**config.mk**
```make
export PLATFORM = sky130hd
export DESIGN_NAME = multi_cycle_controller
export DESIGN_NICKNAME = d
export VERILOG_FILES = /design/src/rtl/multi_cycle_controller_pkg.sv /design/src/rtl/controller_next_state.sv /design/src/rtl/multi_cycle_controller.sv
export SDC_FILE = /design/constraint.sdc
export NUM_CORES = 1
export LEC_CHECK = 0
export ABC_AREA = 1
export CORE_MARGIN = 3
export CORE_UTILIZATION = 52
export CTS_CLUSTER_DIAMETER = 40
export DETAILED_ROUTE_END_ITERATION = 16
export PLACE_DENSITY = 0.9
export SYNTH_ARGS = -nofsm -noshare
export SYNTH_HDL_FRONTEND = slang
export SYNTH_SLANG_ARGS = --single-unit
```
**constraint.sdc**
```tcl
create_clock -name clk -period 2.02 [get_ports clk]
set_input_delay 0.404 -clock clk [delete_from_list [all_inputs] [get_ports clk]]
set_output_delay 0.404 -clock clk [all_outputs]
set_load 0.05 [all_outputs]
```
**src/rtl/multi_cycle_controller_pkg.sv**
```systemverilog
// rtl/multi_cycle_controller_pkg.sv - shared opcodes, state encoding, mux codes and Moore output table
//
// Purpose: single source of truth for the controller and the datapath that
// consumes its mux selects. No ports (package).
package multi_cycle_controller_pkg;

   // RV32I major opcodes (inst[6:0])
   localparam logic [6:0] OP_R      = 7'b0110011;
   localparam logic [6:0] OP_I      = 7'b0010011;
   localparam logic [6:0] OP_LOAD   = 7'b0000011;
   localparam logic [6:0] OP_STORE  = 7'b0100011;
   localparam logic [6:0] OP_BRANCH = 7'b1100011;
   localparam logic [6:0] OP_JAL    = 7'b1101111;
   localparam logic [6:0] OP_JALR   = 7'b1100111;
   localparam logic [6:0] OP_SYSTEM = 7'b1110011;

   // mem_to_reg
   localparam logic [1:0] MTR_ALUOUT = 2'd0;
   localparam logic [1:0] MTR_MDR    = 2'd1;
   localparam logic [1:0] MTR_ALU    = 2'd2;

   // alu_src_a
   localparam logic SRCA_PC = 1'b0;
   localparam logic SRCA_A  = 1'b1;

   // alu_src_b
   localparam logic [1:0] SRCB_B    = 2'd0;
   localparam logic [1:0] SRCB_FOUR = 2'd1;
   localparam logic [1:0] SRCB_IMM  = 2'd2;

   // alu_op_sel
   localparam logic [1:0] ALUOP_ADD   = 2'd0;
   localparam logic [1:0] ALUOP_FUNCT = 2'd1;
   localparam logic [1:0] ALUOP_BR    = 2'd2;

   // pc_source
   localparam logic PCSRC_ALU    = 1'b0;
   localparam logic PCSRC_ALUOUT = 1'b1;

   // 17 states need 5 bits; HALT is the only code above 15.
   typedef enum logic [4:0] {
      S_FETCH    = 5'd0,
      S_DECODE   = 5'd1,
      S_EX_R     = 5'd2,
      S_EX_I     = 5'd3,
      S_EX_ADDR  = 5'd4,
      S_EX_BR    = 5'd5,
      S_EX_JAL   = 5'd6,
      S_EX_JALR  = 5'd7,
      S_JALR_TGT = 5'd8,
      S_JUMP     = 5'd9,
      S_MEM_RD   = 5'd10,
      S_MEM_WR   = 5'd11,
      S_WB_ALU   = 5'd12,
      S_WB_MEM   = 5'd13,
      S_PC_INC   = 5'd14,
      S_ECALL    = 5'd15,
      S_HALT     = 5'd16
   } state_e;

   typedef struct packed {
      logic       mem_read;
      logic       mem_write;
      logic       i_or_d;
      logic       reg_write;
      logic [1:0] mem_to_reg;
      logic       alu_src_a;
      logic [1:0] alu_src_b;
      logic [1:0] alu_op_sel;
      logic       pc_write;
      logic       pc_source;
      logic       is_halted;
   } ctl_t;

   // Moore part of the outputs. The mem_ready / alu_bcond dependent strobes
   // are added on top of this in the top level.
   function automatic ctl_t moore_outs(input state_e s);
      ctl_t o;
      o = '0;
      case (s)
         S_FETCH: begin
            o.mem_read = 1'b1;
         end
         S_DECODE: begin
            o.alu_src_a  = SRCA_PC;
            o.alu_src_b  = SRCB_IMM;
            o.alu_op_sel = ALUOP_ADD;
         end
         S_EX_R: begin
            o.alu_src_a  = SRCA_A;
            o.alu_src_b  = SRCB_B;
            o.alu_op_sel = ALUOP_FUNCT;
         end
         S_EX_I: begin
            o.alu_src_a  = SRCA_A;
            o.alu_src_b  = SRCB_IMM;
            o.alu_op_sel = ALUOP_FUNCT;
         end
         S_EX_ADDR: begin
            o.alu_src_a  = SRCA_A;
            o.alu_src_b  = SRCB_IMM;
            o.alu_op_sel = ALUOP_ADD;
         end
         S_EX_BR: begin
            o.alu_src_a  = SRCA_A;
            o.alu_src_b  = SRCB_B;
            o.alu_op_sel = ALUOP_BR;
         end
         S_EX_JAL, S_EX_JALR: begin
            o.alu_src_a  = SRCA_PC;
            o.alu_src_b  = SRCB_FOUR;
            o.alu_op_sel = ALUOP_ADD;
            o.reg_write  = 1'b1;
            o.mem_to_reg = MTR_ALU;
         end
         S_JALR_TGT: begin
            o.alu_src_a  = SRCA_A;
            o.alu_src_b  = SRCB_IMM;
            o.alu_op_sel = ALUOP_ADD;
            o.pc_write   = 1'b1;
            o.pc_source  = PCSRC_ALU;
         end
         S_JUMP: begin
            o.pc_write  = 1'b1;
            o.pc_source = PCSRC_ALUOUT;
         end
         S_MEM_RD: begin
            o.mem_read = 1'b1;
            o.i_or_d   = 1'b1;
         end
         S_MEM_WR: begin
            o.mem_write = 1'b1;
            o.i_or_d    = 1'b1;
         end
         S_WB_ALU, S_WB_MEM: begin
            o.reg_write  = 1'b1;
            o.mem_to_reg = (s == S_WB_MEM) ? MTR_MDR : MTR_ALUOUT;
            o.alu_src_a  = SRCA_PC;
            o.alu_src_b  = SRCB_FOUR;
            o.alu_op_sel = ALUOP_ADD;
            o.pc_write   = 1'b1;
            o.pc_source  = PCSRC_ALU;
         end
         S_PC_INC: begin
            o.alu_src_a  = SRCA_PC;
            o.alu_src_b  = SRCB_FOUR;
            o.alu_op_sel = ALUOP_ADD;
            o.pc_write   = 1'b1;
            o.pc_source  = PCSRC_ALU;
         end
         S_HALT: begin
            o.is_halted = 1'b1;
         end
         default: o = '0;
      endcase
      return o;
   endfunction

endpackage

```
**src/rtl/controller_next_state.sv**
```systemverilog
// rtl/controller_next_state.sv - combinational next-state function of the multi-cycle controller
//
// Purpose: maps (state, opcode, mem_ready, alu_bcond, halt_req) to the next state.
// Ports:
//   state_i      current state
//   opcode_i     inst[6:0]
//   mem_ready_i  memory completes this cycle
//   alu_bcond_i  branch condition
//   halt_req_i   ecall with x17 == 10
//   next_state_o next state
module controller_next_state
   import multi_cycle_controller_pkg::*;
(
   input  state_e     state_i,
   input  logic [6:0] opcode_i,
   input  logic       mem_ready_i,
   input  logic       alu_bcond_i,
   input  logic       halt_req_i,
   output state_e     next_state_o
);

   always_comb begin
      next_state_o = S_FETCH;
      case (state_i)
         S_FETCH:    next_state_o = mem_ready_i ? S_DECODE : S_FETCH;
         S_DECODE: begin
            case (opcode_i)
               OP_R:              next_state_o = S_EX_R;
               OP_I:              next_state_o = S_EX_I;
               OP_LOAD, OP_STORE: next_state_o = S_EX_ADDR;
               OP_BRANCH:         next_state_o = S_EX_BR;
               OP_JAL:            next_state_o = S_EX_JAL;
               OP_JALR:           next_state_o = S_EX_JALR;
               OP_SYSTEM:         next_state_o = S_ECALL;
               default:           next_state_o = S_PC_INC;
            endcase
         end
         S_EX_R, S_EX_I: next_state_o = S_WB_ALU;
         // Only loads and stores reach EX_ADDR, so anything not a store is a load.
         S_EX_ADDR:  next_state_o = (opcode_i == OP_STORE) ? S_MEM_WR : S_MEM_RD;
         S_MEM_RD:   next_state_o = mem_ready_i ? S_WB_MEM : S_MEM_RD;
         S_MEM_WR:   next_state_o = mem_ready_i ? S_FETCH : S_MEM_WR;
         S_EX_BR:    next_state_o = alu_bcond_i ? S_FETCH : S_PC_INC;
         S_EX_JAL:   next_state_o = S_JUMP;
         S_EX_JALR:  next_state_o = S_JALR_TGT;
         S_ECALL:    next_state_o = halt_req_i ? S_HALT : S_PC_INC;
         S_HALT:     next_state_o = S_HALT;
         S_WB_ALU, S_WB_MEM, S_PC_INC, S_JUMP, S_JALR_TGT: next_state_o = S_FETCH;
         default:    next_state_o = S_FETCH;
      endcase
   end

endmodule

```
**src/rtl/multi_cycle_controller.sv**
```systemverilog
// rtl/multi_cycle_controller.sv - multi-cycle RV32 control FSM with retired-instruction counter
//
// Purpose: sequences FETCH/DECODE/EXECUTE/MEM/WB for a multi-cycle datapath.
// Ports:
//   clk, reset                 clock, async active-low reset
//   opcode, alu_bcond          decode and branch inputs
//   mem_ready, halt_req        memory handshake, ecall halt request
//   mem_read, mem_write, i_or_d, ir_write, mdr_write, reg_write, mem_to_reg,
//   alu_src_a, alu_src_b, alu_op_sel, pc_write, pc_source  datapath controls
//   is_halted, state, inst_count  status and debug
module multi_cycle_controller
   import multi_cycle_controller_pkg::*;
#(
   parameter int STATE_W = 4
) (
   input  logic               clk,
   input  logic               reset,
   input  logic [6:0]         opcode,
   input  logic               alu_bcond,
   input  logic               mem_ready,
   input  logic               halt_req,
   output logic               mem_read,
   output logic               mem_write,
   output logic               i_or_d,
   output logic               ir_write,
   output logic               mdr_write,
   output logic               reg_write,
   output logic [1:0]         mem_to_reg,
   output logic               alu_src_a,
   output logic [1:0]         alu_src_b,
   output logic [1:0]         alu_op_sel,
   output logic               pc_write,
   output logic               pc_source,
   output logic               is_halted,
   output logic [STATE_W-1:0] state,
   output logic [31:0]        inst_count
);

   state_e      state_q;
   state_e      state_d;
   ctl_t        outs_q;
   logic [31:0] inst_count_q;

   controller_next_state u_next_state (
      .state_i      (state_q),
      .opcode_i     (opcode),
      .mem_ready_i  (mem_ready),
      .alu_bcond_i  (alu_bcond),
      .halt_req_i   (halt_req),
      .next_state_o (state_d)
   );

   // Moore outputs are registered alongside the state so they leave flops.
   always_ff @(posedge clk or negedge reset) begin
      if (!reset) begin
         state_q      <= S_FETCH;
         outs_q       <= moore_outs(S_FETCH);
         inst_count_q <= '0;
      end else begin
         state_q <= state_d;
         outs_q  <= moore_outs(state_d);
         if (pc_write) begin
            inst_count_q <= inst_count_q + 32'd1;
         end
      end
   end

   // Mealy overlays on mem_ready / alu_bcond, then a reset gate so that every
   // strobe (including FETCH's mem_read) drops in the same cycle reset falls.
   always_comb begin
      mem_read   = outs_q.mem_read;
      mem_write  = outs_q.mem_write;
      i_or_d     = outs_q.i_or_d;
      ir_write   = (state_q == S_FETCH) && mem_ready;
      mdr_write  = (state_q == S_MEM_RD) && mem_ready;
      reg_write  = outs_q.reg_write;
      mem_to_reg = outs_q.mem_to_reg;
      alu_src_a  = outs_q.alu_src_a;
      alu_src_b  = outs_q.alu_src_b;
      alu_op_sel = outs_q.alu_op_sel;
      pc_write   = outs_q.pc_write;
      pc_source  = outs_q.pc_source;
      is_halted  = outs_q.is_halted;

      // Store completes: PC <= PC + 4 in the same cycle.
      if ((state_q == S_MEM_WR) && mem_ready) begin
         pc_write   = 1'b1;
         pc_source  = PCSRC_ALU;
         alu_src_a  = SRCA_PC;
         alu_src_b  = SRCB_FOUR;
         alu_op_sel = ALUOP_ADD;
      end

      // Taken branch: PC <= ALUOut (PC + imm computed in DECODE).
      if ((state_q == S_EX_BR) && alu_bcond) begin
         pc_write  = 1'b1;
         pc_source = PCSRC_ALUOUT;
      end

      if (!reset) begin
         mem_read   = 1'b0;
         mem_write  = 1'b0;
         i_or_d     = 1'b0;
         ir_write   = 1'b0;
         mdr_write  = 1'b0;
         reg_write  = 1'b0;
         mem_to_reg = '0;
         alu_src_a  = 1'b0;
         alu_src_b  = '0;
         alu_op_sel = '0;
         pc_write   = 1'b0;
         pc_source  = 1'b0;
         is_halted  = 1'b0;
      end
   end

   // With the default STATE_W of 4, HALT aliases to FETCH here; is_halted
   // disambiguates. A width of 5 shows the full encoding.
   assign state      = STATE_W'(state_q);
   assign inst_count = inst_count_q;

endmodule

```
==> impl_metrics.csv, run 1 <==
group,metric,value,unit
placed_design,place_worst_setup_slack,-135,ps
drt,ant_nets,0,
clock_tree,clock-sinks,51,
power,peakVddDrop,0.000713,V
drt,top_layer,"met4",
min_path,holdCritPathClass,"in -> async",
clock_tree,cts.path.max_buffers,2,
final_layout,fillers,414,
drt,totalWireLength,9020,um
final_layout,drive_gt1_share,19.2,%
drt,wl_met2,4380,um
clock_tree,numCtsBuffers,5,
logic_synthesis,ys_ff_latch,51,
setup_path,path_cells,"clkdlybuf4s50_1 > nand4_1 > nor2_2 > buf_12",
logic_synthesis,ys_warn_count,0,
timing,fmax,498,MHz
power,power_density,1220,nW/um^2
timing,setup_viol,0,
floorplanning,die_area,7050,sq um
global_routing,grt_pass1_vias,3210,
floorplanning,core-area,5710,sq um
timing,period_minus_slack,2010,ps
floorplanning,rows,27,
timing,setup_slack,11.1,ps
floorplanning,die_w,84.0,um
power,switching_power,2.65,mW
power,power.share.combinational,56.9,%
final_layout,multiInputGateArea,1670,sq um
drt,wl_met1,3670,um
run_status,status,"finished clean",
global_routing,grt_pass1_wl,15000,um
global_routing,grt_max_degree,27,
setup_path,crit_fanout,4,
power,p_clk_share,12.4,%
setup_path,cpMaxStageDelayCell,"clkdlybuf4s50_1",
final_layout,seq_area,1280,sq um
timing,hold_violations,0,
logic_synthesis,syn_nets,465,
timing,tightest_slew,508,ps
logic_synthesis,synth_area,3160,sq um
final_layout,fin_nets,549,
power,p_int,2.64,mW
setup_path,worst_setup_path_end_kind,"output port",
clock_tree,cts_root_buf,"clkbuf_8",
final_layout,final_common_cell,"nand2_1",
setup_path,critPathRequiredTime,1620,ps
drt,first_pass_iters,8,
final_layout,syn_to_final_growth,37.2,%
power,p_total,5.28,mW
timing,fin_setup_tns,0,ps
drt,via_count,3329,
floorplanning,ios,64,
setup_path,cp.arrival,1600,ps
placed_design,gp_congestion,0.959,
timing,drv_slew,0,
logic_synthesis,synthDistinctLibCells,24,
clock_tree,h-tree-depth,2,
setup_path,worstSetupPathType,"in -> out",
clock_tree,clk_latency,310,ps
timing,max_slew_margin,66.0,%
power,switching_share,50.1,%
drt,via_per_inst,5.47,
run,drv_cap,0,
global_routing,overflow,0,
drt,drt_iter0_markers,290,
floorplanning,start_util,55.4,%
drt,drc,0,
final_layout,final_cell_mix,"nand2_1, inv_1, nor2_1, dfrtp_1, buf_4",
setup_path,cp-start-kind,"primary input",
placed_design,place_hpwl,6720,um
drt,post_drt_wl_per_cell,14.8,um
logic_synthesis,synth_area_per_cell,6.99,sq um
logic_synthesis,synthCells,452,
timing,rsz0062_at_grt,"true",
power,seqPwrFrac,30.7,%
floorplanning,die_y,84.0,um
timing,skew,6.49,ps
global_routing,grt_usage,25.8,%
power,leakage,2.29,nW
final_layout,antenna-diode-count,0,
drt,route.met3.wl,798,um
global_routing,antenna_found_initial,0,
placed_design,portBuffers,63,
clock_tree,clk_pin_slew,90,ps
logic_synthesis,ys_seq_area_share,40.4,%
clock_tree,tritoncts,"yes",
timing,finalCritPeriodShare,99.5,%
setup_path,cpPeakStageDelay,630,ps
-- power by group through the flow --
stage                     combinational, mW  sequential (mW)  clock [mW]
final                                  3.01             1.62       0.654
after detailed placement               2.85             1.60           0
after CTS                              2.93             1.59       0.666
after floorplan                        1.36             2.10           0
after global placement                 2.77             1.60           0
after global routing                   3.20             1.66       0.702
-- per-layer routing --
metal / global-route usage [%] / vias up
met5: 0 / -
met4: 7.75 / 0
met3: 4.94 / 30
met2: 43.0 / 210
met1: 34.0 / 1520
li1: - / 1569
-- critical path: cells and delay by family --
family	cells	cell delay [ps]
buffers and inverters	2	780
and+or+nand+nor	2	410
-- through the flow --
stage	utilization (%)	cell area [sq um]	cells	hold slack, ps
6_report	75.9	4340	609	144
5_1_grt	75.9	4340	609	156
4_1_cts	74.6	4260	607	128
3_5_place_dp	71.4	4070	595	267
3_3_place_gp	71.4	4070	595	263
2_1_floorplan	-	3160	452	108
-- kinds of logic (layout without fill, tap and decap cells) --
kind of cell	count (synthesis)	after routing	synth area share, %
buffers and inverters	76	161	9.70
AOI/OAI and AO/OA	18	18	3.01
adders and majority gates	1	1	0.396
and+or+nand+nor	275	275	37.9
DFF	51	51	40.4
xor gates and xnor gates	31	31	8.59
-- cell usage after synthesis --
cell type / instances / area, sq um
xor2_1: 26 / 228
nand4_1: 11 / 68.8
dfrtp_1: 50 / 1250
nor3_2: 2 / 20.0
o21ai_0: 9 / 45.0
buf_2: 5 / 25.0
xnor2_1: 5 / 43.8
nand3_2: 4 / 40.0
nand2_1: 139 / 522
o21ai_1: 4 / 20.0
inv_1: 65 / 244
o31ai_1: 2 / 15.0
buf_4: 4 / 30.0
nor2_2: 5 / 31.3
nand3b_1: 2 / 15.0
nand2_2: 7 / 43.8
dfstp_2: 1 / 26.3
ha_1: 1 / 12.5
nor4_1: 5 / 31.3
nand3_1: 24 / 120
nor3_1: 16 / 80.1
inv_2: 2 / 7.51
nor2_1: 60 / 225
a21oi_1: 3 / 15.0
-- final cells by class --
type | count | share of cell area (%)
multi-input combinational | 325 | 38.4
sequential | 51 | 29.6
timing repair buffer | 86 | 21.7
inverter | 67 | 5.80
clock buffer | 7 | 2.22
tap | 72 | 2.08
clock inverter | 1 | 0.173
-- timing repair --
action	in CTS	in global routing
hold buffers	1	0
pin swaps	2	2
buffers inserted	3	2
setup endpoints to repair	8	23
endpoints found under the hold margin	3	0
gates resized for setup	15	19
-- state kept, by name (all words and copies together) (netlist names) --
| name | cells |
|---|---|
| outs_q | 14 |
| inst_count | 32 |
| state_q | 5 |
-- worst paths after layout --
kind                                 from              to  slack (ps)  depth (start not counted)
max                             mem_ready        ir_write          10                          4
min                                 reset       outs_q[0]         140                          2
max reg2reg                    state_q[4]   inst_count[8]         130                         11
min reg2reg                inst_count[11]  inst_count[11]         520                          1
max in group asynchronous           reset   inst_count[4]        1250                          2
min in group clk           inst_count[11]  inst_count[11]         520                          1
(Power assumes the default switching activity.)
==> inputs of run 2 (changes only) <==
- CORE_UTILIZATION: 52 -> 53
- SYNTH_HIERARCHICAL: unset -> 1
==> run 2 against run 1 <==
Net effect: the flow now finishes with violations (negative setup slack); utilization grew 4.3 points; via count up 15%; hold slack better by 17 ps; first-iteration DRC count rose by 1.0%; global-route usage rose by 1.4 points; worst setup slack worse by 70 ps; largest cell class unchanged; largest power group unchanged; highest routed layer unchanged.
==> impl_metrics.csv, run 2 <==
group,metric,value,unit
logic_synthesis,ys_top_cells_by_count,"nand2_1, nor2_1, inv_1",
logic_synthesis,synthDistinctLibCells,36,
placed_design,place_worst_setup_slack,-409,ps
setup_path,worstRegToRegCells,14,
timing,drv_slew,0,
timing,max_slew_margin,65.8,%
timing,fin_setup_tns,-145,ps
timing,finalCritPeriodShare,103,%
clock_tree,hold_buffers,0,
logic_synthesis,synth.area.top_cells,"dfrtp_1, nand2_1, nor2_1",
run_status,status,"finished, violations left",
logic_synthesis,synth-edff-count,0,
final_layout,antenna-diode-count,0,
clock_tree,clk_latency,310,ps
clock_tree,cts.path.max_buffers,2,
floorplanning,die_w,85.9,um
floorplanning,ios,64,
run_status,violations,"negative setup slack",
global_routing,antenna_found_initial,0,
setup_path,r2r-end,"outs_q[6]",
timing,whs,161,ps
drt,ant_nets,0,
logic_synthesis,ys_seq_area_share,37.8,%
setup_path,worst_setup_path_end_kind,"output port",
placed_design,dpl_cell_area,4410,sq um
drt,post_drt_wl_per_cell,14.9,um
setup_path,worstSetupPathType,"reg -> out",
logic_synthesis,syn_nets,537,
final_layout,fin_nets,645,
logic_synthesis,synth_area_per_cell,6.46,sq um
logic_synthesis,ys_ff_latch,51,
timing,hold_violations,0,
timing,rsz0062_at_grt,"true",
setup_path,cp-start-kind,"flop",
timing,period_minus_slack,2080,ps
drt,route.met3.wl,722,um
placed_design,placedCellCount,684,
run,drv_cap,0,
clock_tree,clk_pin_slew,90,ps
power,peakVddDrop,0.00118,V
logic_synthesis,synth_top_cell_area_share,37.0,%
floorplanning,die_y,85.9,um
logic_synthesis,synthCells,524,
floorplanning,die_area,7380,sq um
drt,top_layer,"met4",
timing,fmax,481,MHz
clock_tree,clock-sinks,51,
timing,setup_slack,-58.9,ps
drt,drc,0,
min_path,holdCritPathClass,"in -> async",
clock_tree,numCtsBuffers,5,
final_layout,final_cell_mix,"nand2_1, nor2_1, buf_4, inv_1, dfrtp_1",
logic_synthesis,synth_ff_type,"dfrtp_1",
final_layout,layout.cells.non_filler,708,
setup_path,r2r_setup_slack,10,ps
drt,via_count,3821,
timing,skew,9.31,ps
timing,tightest_slew,512,ps
placed_design,gp_congestion,0.969,
power,leakage,2.59,nW
global_routing,grt_pass1_wl,16300,um
final_layout,final_util,80.3,%
drt,totalWireLength,10500,um
drt,drt_iter0_markers,293,
clock_tree,h-tree-depth,2,
logic_synthesis,synth_most_common_cell,"nand2_1",
final_layout,drive_gt1_share,25.4,%
final_layout,final_common_cell,"nand2_1",
logic_synthesis,synth_area,3380,sq um
global_routing,grt_usage,27.2,%
setup_path,cp.arrival,1670,ps
power,power_density,1020,nW/um^2
floorplanning,core-area,6060,sq um
global_routing,grt_pass1_vias,3679,
setup_path,crit_fanout,6,
clock_tree,cts_root_buf,"clkbuf_8",
power,p_total,4.94,mW
logic_synthesis,synth_top_cell_by_area,"dfrtp_1",
final_layout,design_area,4870,sq um
logic_synthesis,synthArstFlopShare,100,%
drt,via_per_inst,5.40,
drt,first_pass_iters,5,
final_layout,syn_to_final_growth,43.8,%
drt,wl_met1,4040,um
logic_synthesis,ys_warn_count,6,
global_routing,grt_max_degree,29,
placed_design,portBuffers,63,
final_layout,largest_register_ffs,32,
timing,setup_viol,4,
setup_path,r2r_start,"state_q[2]",
setup_path,critPathRequiredTime,1620,ps
clock_tree,tritoncts,"yes",
floorplanning,rows,28,
placed_design,place_hpwl,7170,um
global_routing,overflow,0,
floorplanning,start_util,55.8,%
drt,wl_met2,5430,um
run 2: layout make-up:
type | instances | area [sq um]
Clock buffer | 6 | 82.6
Multi-Input combinational cell | 392 | 1930
Timing Repair Buffer | 113 | 1180
Inverter | 69 | 264
Tap cell | 75 | 93.8
Fill cell | 397 | 1190
Clock inverter | 2 | 35.0
Sequential cell | 51 | 1280
run 2: metal layers:
metal | vias up | global-route usage, %
met1 | 1770 | 33.2
met2 | 198 | 47.7
met5 | - | 0
met3 | 39 | 4.32
li1 | 1814 | -
met4 | 0 | 10.6
run 2: cell families after synthesis:
group           count (synthesis)  share of synthesized area (%)
flops                          51                           37.8
fa+ha+maj                       1                          0.370
simple gates                  360                           45.2
compound gates                 22                           3.62
xor+xnor                        9                           2.55
buf+inv                        81                           10.5
run 2: worst max path at each step:
stage                         startpoint             end  slack (ps)  cells after the start
final                         state_q[4]       pc_source         -60                      4
after global routing           opcode[4]       outs_q[7]        -110                     15
after global placement         opcode[2]       outs_q[6]        -180                     14
after CTS                 inst_count[14]  inst_count[14]           2                      1
after floorplan                    reset    alu_src_b[0]         -90                      4
after detailed placement       opcode[3]       outs_q[6]        -410                     14
run 2: what timing repair did:
action | in CTS | in global routing
buffers inserted | 3 | 14
pin swaps | 4 | 20
endpoints found under the setup margin | 12 | 32
gates resized for setup | 15 | 63
run 2: report_power, final:
| group | switching (mW) | leakage [nW] | internal, mW | total, mW |
|---|---|---|---|---|
| clock | 0.347 | 0.0612 | 0.401 | 0.749 |
| combinational | 1.74 | 1.84 | 1.14 | 2.88 |
| sequential | 0.122 | 0.689 | 1.19 | 1.31 |
| total | 2.21 | 2.59 | 2.73 | 4.94 |
run 2: critical path, cell delays in order, from the launching register on:
cell	delay (ps)
dfrtp_2	490
nor2_2	160
nand3b_1	220
a21oi_2	320
buf_12	180
